===== src/rtl/tt_sweep_pkg.sv =====
// Shared types and helpers for the truth-table sweep controller.
package tt_sweep_pkg;

    typedef enum logic [1:0] {StIdle, StApply, StSample, StFin} state_e;

    localparam int unsigned NUM_VEC = 4;

    // Sweep order maps the vector index straight onto {x1,x2}.
    function automatic logic [1:0] idx_to_inputs(input logic [1:0] idx);
        return idx;
    endfunction

endpackage


===== src/rtl/hold_timer.sv =====
// Settle-time counter: counts while enabled, flags the last hold cycle and wraps to zero.
module hold_timer
    import tt_sweep_pkg::*;
#(
    parameter int unsigned HOLD_CYCLES = 10,
    parameter int unsigned CNT_W       = 8
) (
    input  logic i_clk,
    input  logic i_rst,
    input  logic i_clr,
    input  logic i_en,
    output logic o_tc
);

    localparam logic [CNT_W-1:0] LAST = CNT_W'(HOLD_CYCLES - 1);

    logic [CNT_W-1:0] r_cnt;

    assign o_tc = (r_cnt == LAST);

    always_ff @(posedge i_clk) begin
        if (i_rst || i_clr) begin
            r_cnt <= '0;
        end else if (i_en) begin
            r_cnt <= o_tc ? '0 : r_cnt + 1'b1;
        end
    end

endmodule


===== src/rtl/tt_sweep_ctrl.sv =====
// Drives a 2-input block through 00,01,10,11, captures z per vector and
// compares the captured table against a truth table latched at start.
module tt_sweep_ctrl
    import tt_sweep_pkg::*;
#(
    parameter int unsigned HOLD_CYCLES = 10,
    parameter int unsigned CNT_W       = 8
) (
    input  logic       i_clk,
    input  logic       i_rst,
    input  logic       i_start,
    input  logic       i_abort,
    input  logic [3:0] i_exp_tt,
    output logic       o_x1,
    output logic       o_x2,
    input  logic       i_z,
    output logic       o_busy,
    output logic       o_done,
    output logic [3:0] o_result,
    output logic       o_pass,
    output logic       o_err,
    output logic [1:0] o_err_idx
);

    localparam logic [1:0] LAST_IDX = 2'(NUM_VEC - 1);

    state_e     r_state;
    logic [1:0] r_idx;
    logic [3:0] r_exp;
    logic       w_tc;
    logic       w_en;
    logic       w_clr;
    logic       w_mis;

    assign w_en  = (r_state == StApply);
    assign w_clr = (r_state != StApply);
    assign w_mis = (i_z != r_exp[r_idx]);

    hold_timer #(
        .HOLD_CYCLES (HOLD_CYCLES),
        .CNT_W       (CNT_W)
    ) u_hold_timer (
        .i_clk (i_clk),
        .i_rst (i_rst),
        .i_clr (w_clr),
        .i_en  (w_en),
        .o_tc  (w_tc)
    );

    always_ff @(posedge i_clk) begin
        if (i_rst) begin
            r_state   <= StIdle;
            r_idx     <= 2'd0;
            r_exp     <= 4'd0;
            o_x1      <= 1'b0;
            o_x2      <= 1'b0;
            o_busy    <= 1'b0;
            o_done    <= 1'b0;
            o_result  <= 4'd0;
            o_pass    <= 1'b0;
            o_err     <= 1'b0;
            o_err_idx <= 2'd0;
        end else begin
            o_done <= 1'b0;
            unique case (r_state)
                StIdle: begin
                    if (i_start) begin
                        r_exp        <= i_exp_tt;
                        o_result     <= 4'd0;
                        o_pass       <= 1'b0;
                        o_err        <= 1'b0;
                        o_err_idx    <= 2'd0;
                        r_idx        <= 2'd0;
                        {o_x1, o_x2} <= idx_to_inputs(2'd0);
                        o_busy       <= 1'b1;
                        r_state      <= StApply;
                    end
                end
                StApply: begin
                    if (i_abort) begin
                        {o_x1, o_x2} <= 2'b00;
                        o_busy       <= 1'b0;
                        o_pass       <= 1'b0;
                        r_state      <= StIdle;
                    end else if (w_tc) begin
                        r_state <= StSample;
                    end
                end
                StSample: begin
                    // Abort wins over the capture of this vector.
                    if (i_abort) begin
                        {o_x1, o_x2} <= 2'b00;
                        o_busy       <= 1'b0;
                        o_pass       <= 1'b0;
                        r_state      <= StIdle;
                    end else begin
                        o_result[r_idx] <= i_z;
                        if (w_mis && !o_err) begin
                            o_err     <= 1'b1;
                            o_err_idx <= r_idx;
                        end
                        if (r_idx == LAST_IDX) begin
                            {o_x1, o_x2} <= 2'b00;
                            o_done       <= 1'b1;
                            o_pass       <= !(o_err || w_mis);
                            r_state      <= StFin;
                        end else begin
                            r_idx        <= r_idx + 2'd1;
                            {o_x1, o_x2} <= idx_to_inputs(r_idx + 2'd1);
                            r_state      <= StApply;
                        end
                    end
                end
                StFin: begin
                    o_busy  <= 1'b0;
                    r_state <= StIdle;
                end
                default: r_state <= StIdle;
            endcase
        end
    end

endmodule

===== config.mk =====
export PLATFORM = sky130hd
export DESIGN_NAME = tt_sweep_ctrl
export DESIGN_NICKNAME = d
export VERILOG_FILES = /design/src/rtl/tt_sweep_pkg.sv /design/src/rtl/hold_timer.sv /design/src/rtl/tt_sweep_ctrl.sv
export SDC_FILE = /design/constraint.sdc
export NUM_CORES = 1
export LEC_CHECK = 0
export BUFFER_PORTS_ARGS = -buffer_cell sky130_fd_sc_hd__buf_2
export CAP_MARGIN = 20
export CELL_PAD_IN_SITES_DETAIL_PLACEMENT = 0
export CELL_PAD_IN_SITES_GLOBAL_PLACEMENT = 1
export CORE_ASPECT_RATIO = 0.5
export CORE_MARGIN = 2
export CORE_UTILIZATION = 47
export CTS_BUF_LIST = sky130_fd_sc_hd__clkbuf_4
export CTS_CLUSTER_DIAMETER = 100
export DETAILED_ROUTE_END_ITERATION = 12
export GPL_ROUTABILITY_DRIVEN = 0
export PLACE_DENSITY = 0.91
export SYNTH_ARGS = -nofsm -noshare
export SYNTH_HDL_FRONTEND = slang
export SYNTH_SLANG_ARGS = --single-unit
export TNS_END_PERCENT = 30

===== constraint.sdc =====
create_clock -name i_clk -period 5.3 [get_ports i_clk]
set_clock_uncertainty 0.2 [all_clocks]
set_input_delay 1.325 -clock i_clk [delete_from_list [all_inputs] [get_ports i_clk]]
set_output_delay 1.325 -clock i_clk [all_outputs]
set_load 0.05 [all_outputs]

; Word-level counts from Yosys, hierarchy flattened
; Cells that the tools add are included.
[totals]
output_inout_bits = 12
elab_cells = 90
reg_bits = 28
inputBits = 9
[op_classes]
muxes = 39
bitwise = 1
n_reduce_logical = 19
eq_ne = 15
n_addsub = 2
n_lt_le_gt_ge = 2
[op_table]
columns = operator, n
row1 = $mux 2, 10
row2 = $mux 1, 14
row3 = $pmux 1 s3, 4
row4 = $reduce_and 4->1, 3
row5 = $ne 2x2->1 const B, 5
row6 = $add 8x1->8 const B, 1
row7 = $eq 8x4->1 const B, 1
row8 = $mux 4, 2
row9 = $mux 8, 1
row10 = $pmux 2 s2, 2
row11 = $pmux 2 s4, 1
row12 = $pmux 4 s2, 1
row13 = $eq 2x2->1 const B, 3
row14 = $ne 3x3->1 const B, 2
row15 = $reduce_and 2->1, 3
row16 = $reduce_and 3->1, 2
row17 = $bwmux 4, 1
row18 = $ne 2x1->1 const B, 2
row19 = $lt 2x3->1 const B, 1
row20 = $reduce_bool 3->1, 1
row21 = $reduce_or 3->1, 1
row22 = $add 2x1->2 const B, 1
row23 = $bmux 1 s2, 1
row24 = $demux 1 s2, 1
row25 = other kinds (11), 14

; Longest topological paths before layout
; Gate-level depths: netlist of run 1.
[logic_depth]
depth_word = 8
depth_mapped = 7
depth_no_buf = 6

; Modules after synthesis
; A second synthesis of run 1 with hierarchy kept.
[hier_totals]
hier_cells = 172
hier_area_um2 = 1460.2
[modules_own_cells]
columns = module, seq_area_each_um2, cells_each, instances, area_per_inst_um2
row1 = tt_sweep_ctrl, 400.4, 130, 1, 1069.8
row2 = hold_timer, 160.2, 42, 1, 390.4

; Worst setup path after synthesis of run 1
; OpenSTA, ideal clock, no wires.
[synth_path]
path_kind = input to register
start = in i_abort
end = reg o_pass
arrival_time_ns = 2.174
path_buffers = 1
t_required_ns = 4.968
setup_time_ns = 0.132
slack_ns = 2.794
cell_stages = 5
cell_sequence = clkbuf_1 -> nor2b_1 -> or3_1 -> o21ai_0 -> a21oi_1
[synth_via]
elab_chain_cells = 2
elab_cells_between_ends = 5
classes_between = 2 x eq/ne / 2 x mux / 1 x reduce/logical
[synth_lines]
columns = element, line_no
row1 = "start, declared", tt_sweep_ctrl.sv:12  ; input logic i_abort,
row2 = $ne 3x3->1 (no line) (tied with other cells), n/a
row3 = $reduce_and 4->1 (no line) or $pmux 1 s3 (tied branches), n/a
row4 = "end signal, assigned", tt_sweep_ctrl.sv:105  ; o_pass <= !(o_err || w_mis);
row5 = "end, declared", tt_sweep_ctrl.sv:20  ; output logic o_pass,
; Several ways; a longest one is shown, not always the timed one.
; A chain may end at the register's enable or synchronous reset.

; Final worst setup path of run 1
[layout_path]
start = reg o_err
end = out o_err
[layout_rtl]
columns = element, line_no
row1 = "start, declared", tt_sweep_ctrl.sv:21  ; output logic o_err,
row2 = "start signal, assigned", tt_sweep_ctrl.sv:61  ; o_err <= 1'b0;
row3 = "start signal, assigned", tt_sweep_ctrl.sv:71  ; o_err <= 1'b0;
row4 = "start signal, assigned", tt_sweep_ctrl.sv:99  ; o_err <= 1'b1;
; No word-level cell between the ends.

==> impl_metrics.csv, run 1 <==
group,metric,value,unit
sta,fin_crit_sh,0.4880,
worst_setup_path,r2r_slack,3240,ps
global_routing,antenna_found_initial,0,
clock_network,clk_latency,340,ps
worst_setup_path,path_class,"flip-flop to primary output",
sta,setup_viol,0,
logic_synthesis,synth.avg_cell_area,8.609,um2
sta,hold_viol_final,0,
worst_hold_path,holdCritPathClass,"flip-flop to flip-flop",
placed_design,dp_hpwl,2152,um
logic_synthesis,synthCells,168,
clock_network,cts_buffer_depth,2,
logic_synthesis,syn-num-nets,188,
floorplanning,die_h,43.23,um
sta,holdWs,266.2,ps
floorplanning,start_util,0.4886,
clock_network,cts_root_buffer,"clkbuf_4",
worst_setup_path,cp_top_family,"flip-flops",
worst_setup_path,end_kind,"primary output",
global_routing,grt_max_degree,17,
worst_setup_path,arrival,1060,ps
detailed_routing,routed_via_density,5.302,
logic_synthesis,synthTopCellsByArea,"dfxtp_1 (39%), ha_1 (9.5%), nand3_1 (5.5%)",
clock_network,cts_buffers,3,
power_and_ir_drop,p_per_area,231.0,nW/um2
power_and_ir_drop,p_total,365.7,uW
sta,fin_setup_tns,0,ps
placed_design,place_inst,221,
power_and_ir_drop,switching_share,0.2821,
placed_design,dpl_cell_area,1556,um2
floorplanning,die_area,3564,um2
worst_setup_path,cp_max_fo,5,
floorplanning,die_width,82.45,um
sta,maxSlewViolCount,0,
worst_setup_path,cpPeakStageDelay,430,ps
clock_network,post_cts_buffers,0,
placed_design,portBuffers,20,
run_status,outcome,"finished clean",
logic_synthesis,synth_top_area_share,0.3875,
detailed_routing,routedWlPerCell,12.77,um
final_layout,drive_above_1_share,0.1568,
clock_network,clk_pin_slew,160,ps
detailed_routing,drt_wl_total,2874,um
logic_synthesis,syn_area,1446,um2
floorplanning,core_area,2960,um2
sta,maxSlewHeadroom,0.7117,
power_and_ir_drop,irDropWorstVdd,130.1,uV
logic_synthesis,ys_seq_area_frac,0.3875,
final_layout,post-route-util,0.5347,
clock_network,cts_sinks,28,
global_routing,grt-ovfl-total,0,
logic_synthesis,synth_largest_area_cell,"dfxtp_1",
floorplanning,num_rows,14,
worst_setup_path,cp_cell_sequence,"buf_2",
detailed_routing,drt_iter0_drc,61,
detailed_routing,drc,0,
global_routing,first_global_vias,1110,
power_and_ir_drop,combPwrFrac,0.147,
sta,fin_crit,2586,ps
worst_setup_path,crit_path_top_delay_cell,"dfxtp_1",
final_layout,antenna_cells_inserted,0,
final_layout,nets,206,
sta,timing.fmax,386.6,MHz
clock_network,h-tree-depth,1,
power_and_ir_drop,power_switching,103.2,uW
clock_network,cts_tree,"yes",
logic_synthesis,synth_warnings,0,
run,drv_cap,0,
final_layout,final_common_cell,"dfxtp_1",
detailed_routing,drt-pass1-iter-count,6,
sta,final.setup.worst_slack,2714,ps
final_layout,final_cell_mix,"dfxtp_1 (28), buf_2 (20), nand2_1 (18), nand3_1 (16), nor2_1 (14)",
power_and_ir_drop,leakage,0.6653,nW
power_and_ir_drop,clkPwrFrac,0.252,
global_routing,grt_pass1_wl,4981,um
sta,grt_setup_unrepaired,"false",
final_layout,fin_cells,225,
power_and_ir_drop,p_int,262.5,uW
clock_network,cts_hold_buf,0,
detailed_routing,vias,1193,
clock_network,cts_resized,0,
placed_design,pre_cts_ws,2699,ps
final_layout,syn2layout_area_growth,9.429,%
logic_synthesis,synth-seq-cells,28,
worst_setup_path,critical_path.startpoint_type,"flip-flop",
global_routing,grt_usage,0.1845,
final_layout,stdcell_area,1583,um2
sta,worstMarginPinSlew,432.5,ps
worst_setup_path,crit_required,3770,ps
detailed_routing,ant_nets,0,
power_and_ir_drop,power_frac_seq,0.601,
floorplanning,io_pins,21,
logic_synthesis,synth.distinct_cells,35,
worst_setup_path,critPathBufInv,1,
Yosys cell counts, drive strengths merged:
| cell | number |
|---|---|
| mux2 | 1 |
| a211oi | 1 |
| or3 | 1 |
| nor3 | 2 |
| nand2b | 3 |
| buf | 3 |
| nand3 | 16 |
| xor2 | 7 |
| a211o | 1 |
| o32ai | 2 |
| nor4b | 1 |
| nand4 | 4 |
| dfxtp | 28 |
| nand2 | 18 |
| ha | 11 |
| nor2b | 5 |
| o21ai | 7 |
| nor3b | 1 |
| o311a | 1 |
| clkbuf | 4 |
| and2 | 1 |
| nand3b | 1 |
| mux4 | 1 |
| a21oi | 14 |
| nor4 | 1 |
| and4bb | 1 |
| mux2i | 4 |
| inv | 9 |
| and3 | 2 |
| nor2 | 14 |
| a21boi | 1 |
| xnor2 | 1 |
| and4 | 1 |
cells by family after synthesis:
family | after synthesis | synth area share
simple gates | 72 | 0.2509
flops | 28 | 0.3875
compound gates | 27 | 0.1107
buf+inv | 16 | 0.05103
fa+ha+maj | 11 | 0.09515
xor+xnor | 8 | 0.05364
mux | 6 | 0.05104
metal layers:
| layer | part of all wire | wire, um | track usage |
|---|---|---|---|
| met5 | 0 | 0 | 0 |
| met1 | 0.50 | 1429 | 0.2378 |
| met2 | 0.46 | 1329 | 0.3081 |
| met4 | 0.0038 | 11 | 0.03000 |
| met3 | 0.036 | 103 | 0.05745 |
registers in the layout, summed over array words and instances (netlist names), 2 cells and up:
register,cells
o_result,4
r_idx,2
r_state,2
o_err_idx,2
r_exp,4
u_hold_timer.r_cnt,8
power by group through the flow:
stage	Clock, mW	Combinational, mW	Sequential [mW]
global route	0.104	0.0601	0.221
CTS	0.0967	0.0537	0.220
global placement	0	0.0526	0.224
finish	0.0922	0.0536	0.220
detailed placement	0	0.0534	0.224
floorplan	0	0.0386	0.228
path summary, 6_finish.rpt:
path	startpoint	end	cells after the start
setup / recovery	o_err$_SDFFE_PP0P_	o_err	1
hold / removal	o_x2$_SDFFE_PP0P_	o_x2$_SDFFE_PP0P_	2
setup reg to reg	r_state[0]$_SDFFE_PP0P_	o_pass$_SDFFE_PP0P_	6
hold reg to reg	o_x2$_SDFFE_PP0P_	o_x2$_SDFFE_PP0P_	2
final cells by class:
type / instances / area, um2
multi-input cells: 124 / 812.0
fillers: 305 / 1378
well taps: 40 / 50.05
flip-flops and latches: 28 / 560.5
clock inverters: 1 / 3.754
clock buffers: 3 / 22.52
inverters: 9 / 33.78
repair buffers: 20 / 100.1
Note: power is estimated with default switching activity, not from simulation.
==> run 2: changes to the inputs <==
CORE_UTILIZATION = 44   (was 47)
PLACE_DENSITY = 0.86   (was 0.91)
clock period = 2.4 ns   (was 5.3 ns; I/O delays follow)
==> impl_metrics.csv, run 2 (same netlist as run 1, synthesis figures left out) <==
group,metric,value,unit
floorplanning,start_util,0.4718,
floorplanning,die_width,85.09,um
sta,maxSlewHeadroom,0.7337,
final_layout,final_common_cell,"dfxtp_1",
sta,maxSlewViolCount,0,
detailed_routing,routed_via_density,5.370,
floorplanning,die_h,44.54,um
worst_setup_path,path_class,"flip-flop to flip-flop",
final_layout,antenna_cells_inserted,0,
detailed_routing,drt_iter0_drc,51,
sta,fin_setup_tns,0,ps
worst_setup_path,r2r_end,"r_state[0]$_SDFFE_PP0P_",
clock_network,cts_hold_buf,0,
global_routing,first_global_vias,1051,
run,drv_cap,0,
detailed_routing,drc,0,
power_and_ir_drop,leakage,0.6782,nW
sta,setup_viol,0,
global_routing,antenna_found_initial,0,
floorplanning,num_rows,14,
clock_network,cts_tree,"yes",
final_layout,final_cell_mix,"dfxtp_1 (28), buf_2 (20), nand2_1 (18), nand3_1 (16), nor2_1 (14)",
worst_hold_path,holdCritPathClass,"flip-flop to flip-flop",
final_layout,syn2layout_area_growth,10.73,%
worst_setup_path,crit_required,2440,ps
global_routing,grt_max_degree,17,
final_layout,stdcell_area,1602,um2
clock_network,cts_buffers,3,
worst_setup_path,end_kind,"flip-flop",
clock_network,cts_buffer_depth,2,
worst_setup_path,worstReg2RegStart,"r_state[1]$_SDFFE_PP0P_",
clock_network,clk_latency,330,ps
final_layout,largest-register,"u_hold_timer.r_cnt",
floorplanning,core_area,3065,um2
detailed_routing,vias,1219,
sta,fin_crit,1913,ps
floorplanning,io_pins,21,
final_layout,fin_cells,227,
final_layout,reg.largest.list,"u_hold_timer.r_cnt (8), o_result (4), r_exp (4)",
placed_design,pre_cts_ws,487.9,ps
detailed_routing,ant_nets,0,
power_and_ir_drop,p_per_area,505.9,nW/um2
final_layout,largest_reg_flops,8,
sta,timing.fmax,522.8,MHz
sta,grt_setup_unrepaired,"false",
detailed_routing,drt_wl_total,3057,um
sta,hold_viol_final,0,
run_status,outcome,"finished clean",
final_layout,nets,209,
placed_design,portBuffers,20,
worst_setup_path,r2r_cells,6,
detailed_routing,routedWlPerCell,13.47,um
sta,fin_crit_sh,0.7971,
clock_network,post_cts_buffers,0,
global_routing,grt-ovfl-total,0,
sta,final.setup.worst_slack,487.1,ps
clock_network,cts_resized,0,
worst_setup_path,arrival,1960,ps
placed_design,dpl_cell_area,1579,um2
clock_network,clk_pin_slew,150,ps
clock_network,cts_sinks,28,
detailed_routing,drt-pass1-iter-count,4,
clock_network,cts_root_buffer,"clkbuf_4",
worst_setup_path,cp_max_fo,8,
clock_network,h-tree-depth,1,
sta,worstMarginPinSlew,398.7,ps
final_layout,drive_above_1_share,0.1711,
worst_setup_path,critical_path.startpoint_type,"flip-flop",
placed_design,dp_hpwl,2201,um
global_routing,grt_usage,0.1710,
worst_setup_path,r2r_slack,490,ps
floorplanning,die_area,3790,um2
final_layout,fillers,292,
power_and_ir_drop,irDropWorstVdd,260.5,uV
placed_design,place_inst,224,
worst_setup_path,cp-startpoint,"r_state[1]$_SDFFE_PP0P_",
global_routing,grt_pass1_wl,5043,um
worst_setup_path,endpoint,"r_state[0]$_SDFFE_PP0P_",
==> run 2: worst max-delay path, stage by stage, from the launching register on <==
cell	delay [ps]
dfxtp_1	370
inv_1	90
ha_1	290
nor2b_1	260
a21boi_0	350
o21ai_0	130
o311a_1	140
==> run 2: cell type report <==
type	instances	area, um2	share of cell area
Timing Repair Buffer	23	122.6	0.07656
Clock buffer	3	22.52	0.01406
Multi-Input combinational cell	124	812.0	0.5070
Tap cell	40	50.05	0.03125
Sequential cell	28	560.5	0.3500
Inverter	9	33.78	0.02109
==> run 2: through the flow <==
step,util,hold WS (ps),power [mW]
after CTS,0.5224,269.9,0.8219
after floorplan,-,233.1,0.5888
final,0.5224,269.2,0.8102
after detailed placement,0.5151,250.3,0.6216
after global routing,0.5224,296.2,0.8520
after global placement,0.5151,242.7,0.6191
==> run 2: where the power goes <==
group / leakage [nW] / switching (mW) / internal (mW)
Sequential: 0.227 / 0.00948 / 0.477
Combinational: 0.438 / 0.0808 / 0.0453
Clock: 0.0138 / 0.138 / 0.0591
==> run 2: how the worst min path moves through the flow <==
| stage | start | end | slack [ps] | depth (start not counted) |
|---|---|---|---|---|
| floorplan | r_exp[2]$_SDFFE_PP0P_ | r_exp[2]$_SDFFE_PP0P_ | 230 | 2 |
| global placement | r_exp[1]$_SDFFE_PP0P_ | r_exp[1]$_SDFFE_PP0P_ | 240 | 2 |
| detailed placement | r_exp[1]$_SDFFE_PP0P_ | r_exp[1]$_SDFFE_PP0P_ | 250 | 2 |
| CTS | r_exp[1]$_SDFFE_PP0P_ | r_exp[1]$_SDFFE_PP0P_ | 270 | 2 |
| global route | o_x1$_SDFFE_PP0P_ | o_x1$_SDFFE_PP0P_ | 300 | 2 |
| finish | r_exp[1]$_SDFFE_PP0P_ | r_exp[1]$_SDFFE_PP0P_ | 270 | 2 |
==> run 2: metal layers <==
metal  routed length [um]  share of wire  global-route usage
met5                    0              0                   0
met4                   23         0.0075             0.05714
met3                  159          0.052             0.05037
met2                 1318           0.43              0.2719
met1                 1555           0.51              0.2265
==> run 3: changes to the inputs <==
ABC_AREA = 1   (was not set)
CORE_UTILIZATION = 39   (was 44)
PLACE_DENSITY = 0.83   (was 0.86)
clock period = 1.5 ns   (was 2.4 ns; I/O delays follow)
==> impl_metrics.csv, run 3 <==
group,metric,value,unit
run_status,outcome,"finished, violations left",
run_status,violations,"setup timing",
logic_synthesis,synthCells,190,
final_layout,nets,266,
detailed_routing,drt-pass1-iter-count,4,
sta,fin_crit_sh,1.050,
global_routing,grt-ovfl-total,0,
final_layout,fin_cells,296,
global_routing,antenna_found_initial,0,
sta,final.setup.worst_slack,-75.27,ps
logic_synthesis,synth_most_common_cell,"dfxtp_1",
clock_network,clk_latency,330,ps
worst_setup_path,arrival,1620,ps
clock_network,cts_root_buffer,"clkbuf_4",
final_layout,final_common_cell,"buf_4",
final_layout,fillers,316,
logic_synthesis,syn_area,1455,um2
worst_setup_path,cp_max_fo,4,
floorplanning,io_pins,21,
detailed_routing,vias,1387,
sta,timing.fmax,634.8,MHz
final_layout,largest_reg_flops,8,
logic_synthesis,synthArstFlopShare,0,
worst_hold_path,holdCritPathClass,"input port to flip-flop",
sta,maxSlewViolCount,0,
logic_synthesis,synth_top_area_share,0.3852,
logic_synthesis,synth.distinct_cells,27,
logic_synthesis,synthTopCellsByArea,"dfxtp_1 (39%), ha_1 (9.5%), nand2_1 (6.7%)",
clock_network,h-tree-depth,1,
placed_design,dpl_cell_area,1838,um2
run,drv_cap,0,
detailed_routing,routed_via_density,4.686,
logic_synthesis,syn-num-nets,210,
logic_synthesis,synth.avg_cell_area,7.659,um2
clock_network,clk_pin_slew,140,ps
clock_network,cts_tree,"yes",
clock_network,cts_hold_buf,0,
final_layout,seqCellArea,571.8,um2
floorplanning,die_area,4265,um2
logic_synthesis,synth_warnings,0,
final_layout,final_cell_mix,"buf_4 (31), nand2_1 (22), dfxtp_1 (21), nor2_1 (19)",
worst_setup_path,worstReg2RegStart,"r_state[1]$_SDFFE_PP0P_",
clock_network,cts_buffer_depth,2,
detailed_routing,ant_nets,0,
detailed_routing,drt_iter0_drc,48,
global_routing,grt_usage,0.1542,
worst_hold_path,hold_start,"i_rst",
detailed_routing,drt_wl_total,3306,um
placed_design,place_inst,286,
global_routing,grt_max_degree,16,
sta,maxSlewHeadroom,0.8425,
final_layout,antenna_cells_inserted,0,
final_layout,largest-register,"u_hold_timer.r_cnt",
clock_network,cts_buffers,3,
logic_synthesis,ys.flop_type,"dfxtp_1",
detailed_routing,drc,0,
logic_synthesis,synth_edf_count,0,
final_layout,reg.largest.list,"u_hold_timer.r_cnt (8), o_result (4), r_exp (4)",
floorplanning,core_area,3510,um2
sta,hold_viol_final,0,
logic_synthesis,synth_largest_area_cell,"dfxtp_1",
detailed_routing,routedWlPerCell,11.17,um
final_layout,post-route-util,0.6075,
logic_synthesis,ys_seq_area_frac,0.3852,
worst_setup_path,path_class,"flip-flop to flip-flop",
power_and_ir_drop,p_per_area,775.8,nW/um2
final_layout,syn2layout_area_growth,46.52,%
floorplanning,num_rows,15,
sta,setup_viol,12,
worst_setup_path,crit_required,1540,ps
floorplanning,start_util,0.4146,
power_and_ir_drop,leakage,0.9040,nW
sta,holdWs,68.69,ps
clock_network,cts_sinks,28,
power_and_ir_drop,irDropWorstVdd,306.5,uV
logic_synthesis,synth_common_cells,"dfxtp_1 (28), nand2_1 (26), nor2_1 (25)",
placed_design,pre_cts_ws,-125.8,ps
floorplanning,die_h,47.19,um
worst_setup_path,end_kind,"flip-flop",
sta,grt_setup_unrepaired,"true",
global_routing,first_global_vias,1259,
worst_setup_path,critical_path.startpoint_type,"flip-flop",
sta,fin_crit,1575,ps
final_layout,multi_input_comb_area,947.2,um2
worst_setup_path,cp-startpoint,"r_state[1]$_SDFFE_PP0P_",
placed_design,dp_hpwl,2376,um
global_routing,grt_pass1_wl,5112,um
logic_synthesis,synth-seq-cells,28,
final_layout,stdcell_area,2132,um2
final_layout,drive_above_1_share,0.4898,
sta,worstMarginPinSlew,235.2,ps
placed_design,portBuffers,20,
floorplanning,die_width,90.39,um
run 3: stage by stage:
stage / setup TNS [ps] / power (mW)
after floorplan: -70.78 / 1.094
after global placement: -497.2 / 1.234
after detailed placement: -833.8 / 1.240
after CTS: -626.1 / 1.614
after global routing: -2012 / 1.755
final: -591.6 / 1.654
run 3: logic make-up after synthesis:
family	count (synthesis)	share of synthesized area
adder cells (fa/ha/maj)	11	0.09458
AO/OA/AOI/OAI	30	0.1169
XOR/XNOR	1	0.006020
AND/OR/NAND/NOR	95	0.3285
flip-flops	28	0.3852
buffers and inverters	25	0.06878
run 3: what timing repair did:
action | CTS | global route
buffers inserted | 5 | 1
pin swaps | 9 | 9
gates resized for setup | 34 | 36
setup endpoints to repair | 28 | 34
run 3: layout make-up:
class,instances,share of cell area
Sequential cell,28,0.2682
Clock inverter,1,0.001761
Tap cell,51,0.02993
Inverter,24,0.04871
Multi-Input combinational cell,137,0.4442
Clock buffer,3,0.01056
Timing Repair Buffer,52,0.1966
run 3: worst max-delay path, cell delays in order, from the launching register on:
cell	delay [ps]
dfxtp_2	360
inv_2	90
ha_4	170
nand2_2	70
nor3_4	140
nand3_2	140
nor2_4	150
nand3_2	70
nand2_1	60
nor2_1	40
run 3: final timing paths:
check                                            end  cells after the start  slack [ps]
setup / recovery  u_hold_timer.r_cnt[7]$_SDFFE_PP0N_                      9         -80
hold / removal                   o_busy$_SDFFE_PP0P_                      2          70
setup reg to reg  u_hold_timer.r_cnt[7]$_SDFFE_PP0N_                      9         -80
hold reg to reg   u_hold_timer.r_cnt[0]$_SDFFE_PP0N_                      1         240
run 3: where the power goes:
group / switching, mW / total, mW / internal [mW]
combinational: 0.298 / 0.521 / 0.223
sequential: 0.0281 / 0.811 / 0.782
clock: 0.224 / 0.322 / 0.0978
total: 0.550 / 1.65 / 1.10
run 3: routing by layer:
layer | track usage | vias up | routed length (um)
met5 | 0 | - | 0
met4 | 0.06154 | 0 | 46
li1 | - | 732 | -
met2 | 0.3083 | 13 | 1680
met1 | 0.1654 | 638 | 1494
met3 | 0.04334 | 4 | 84
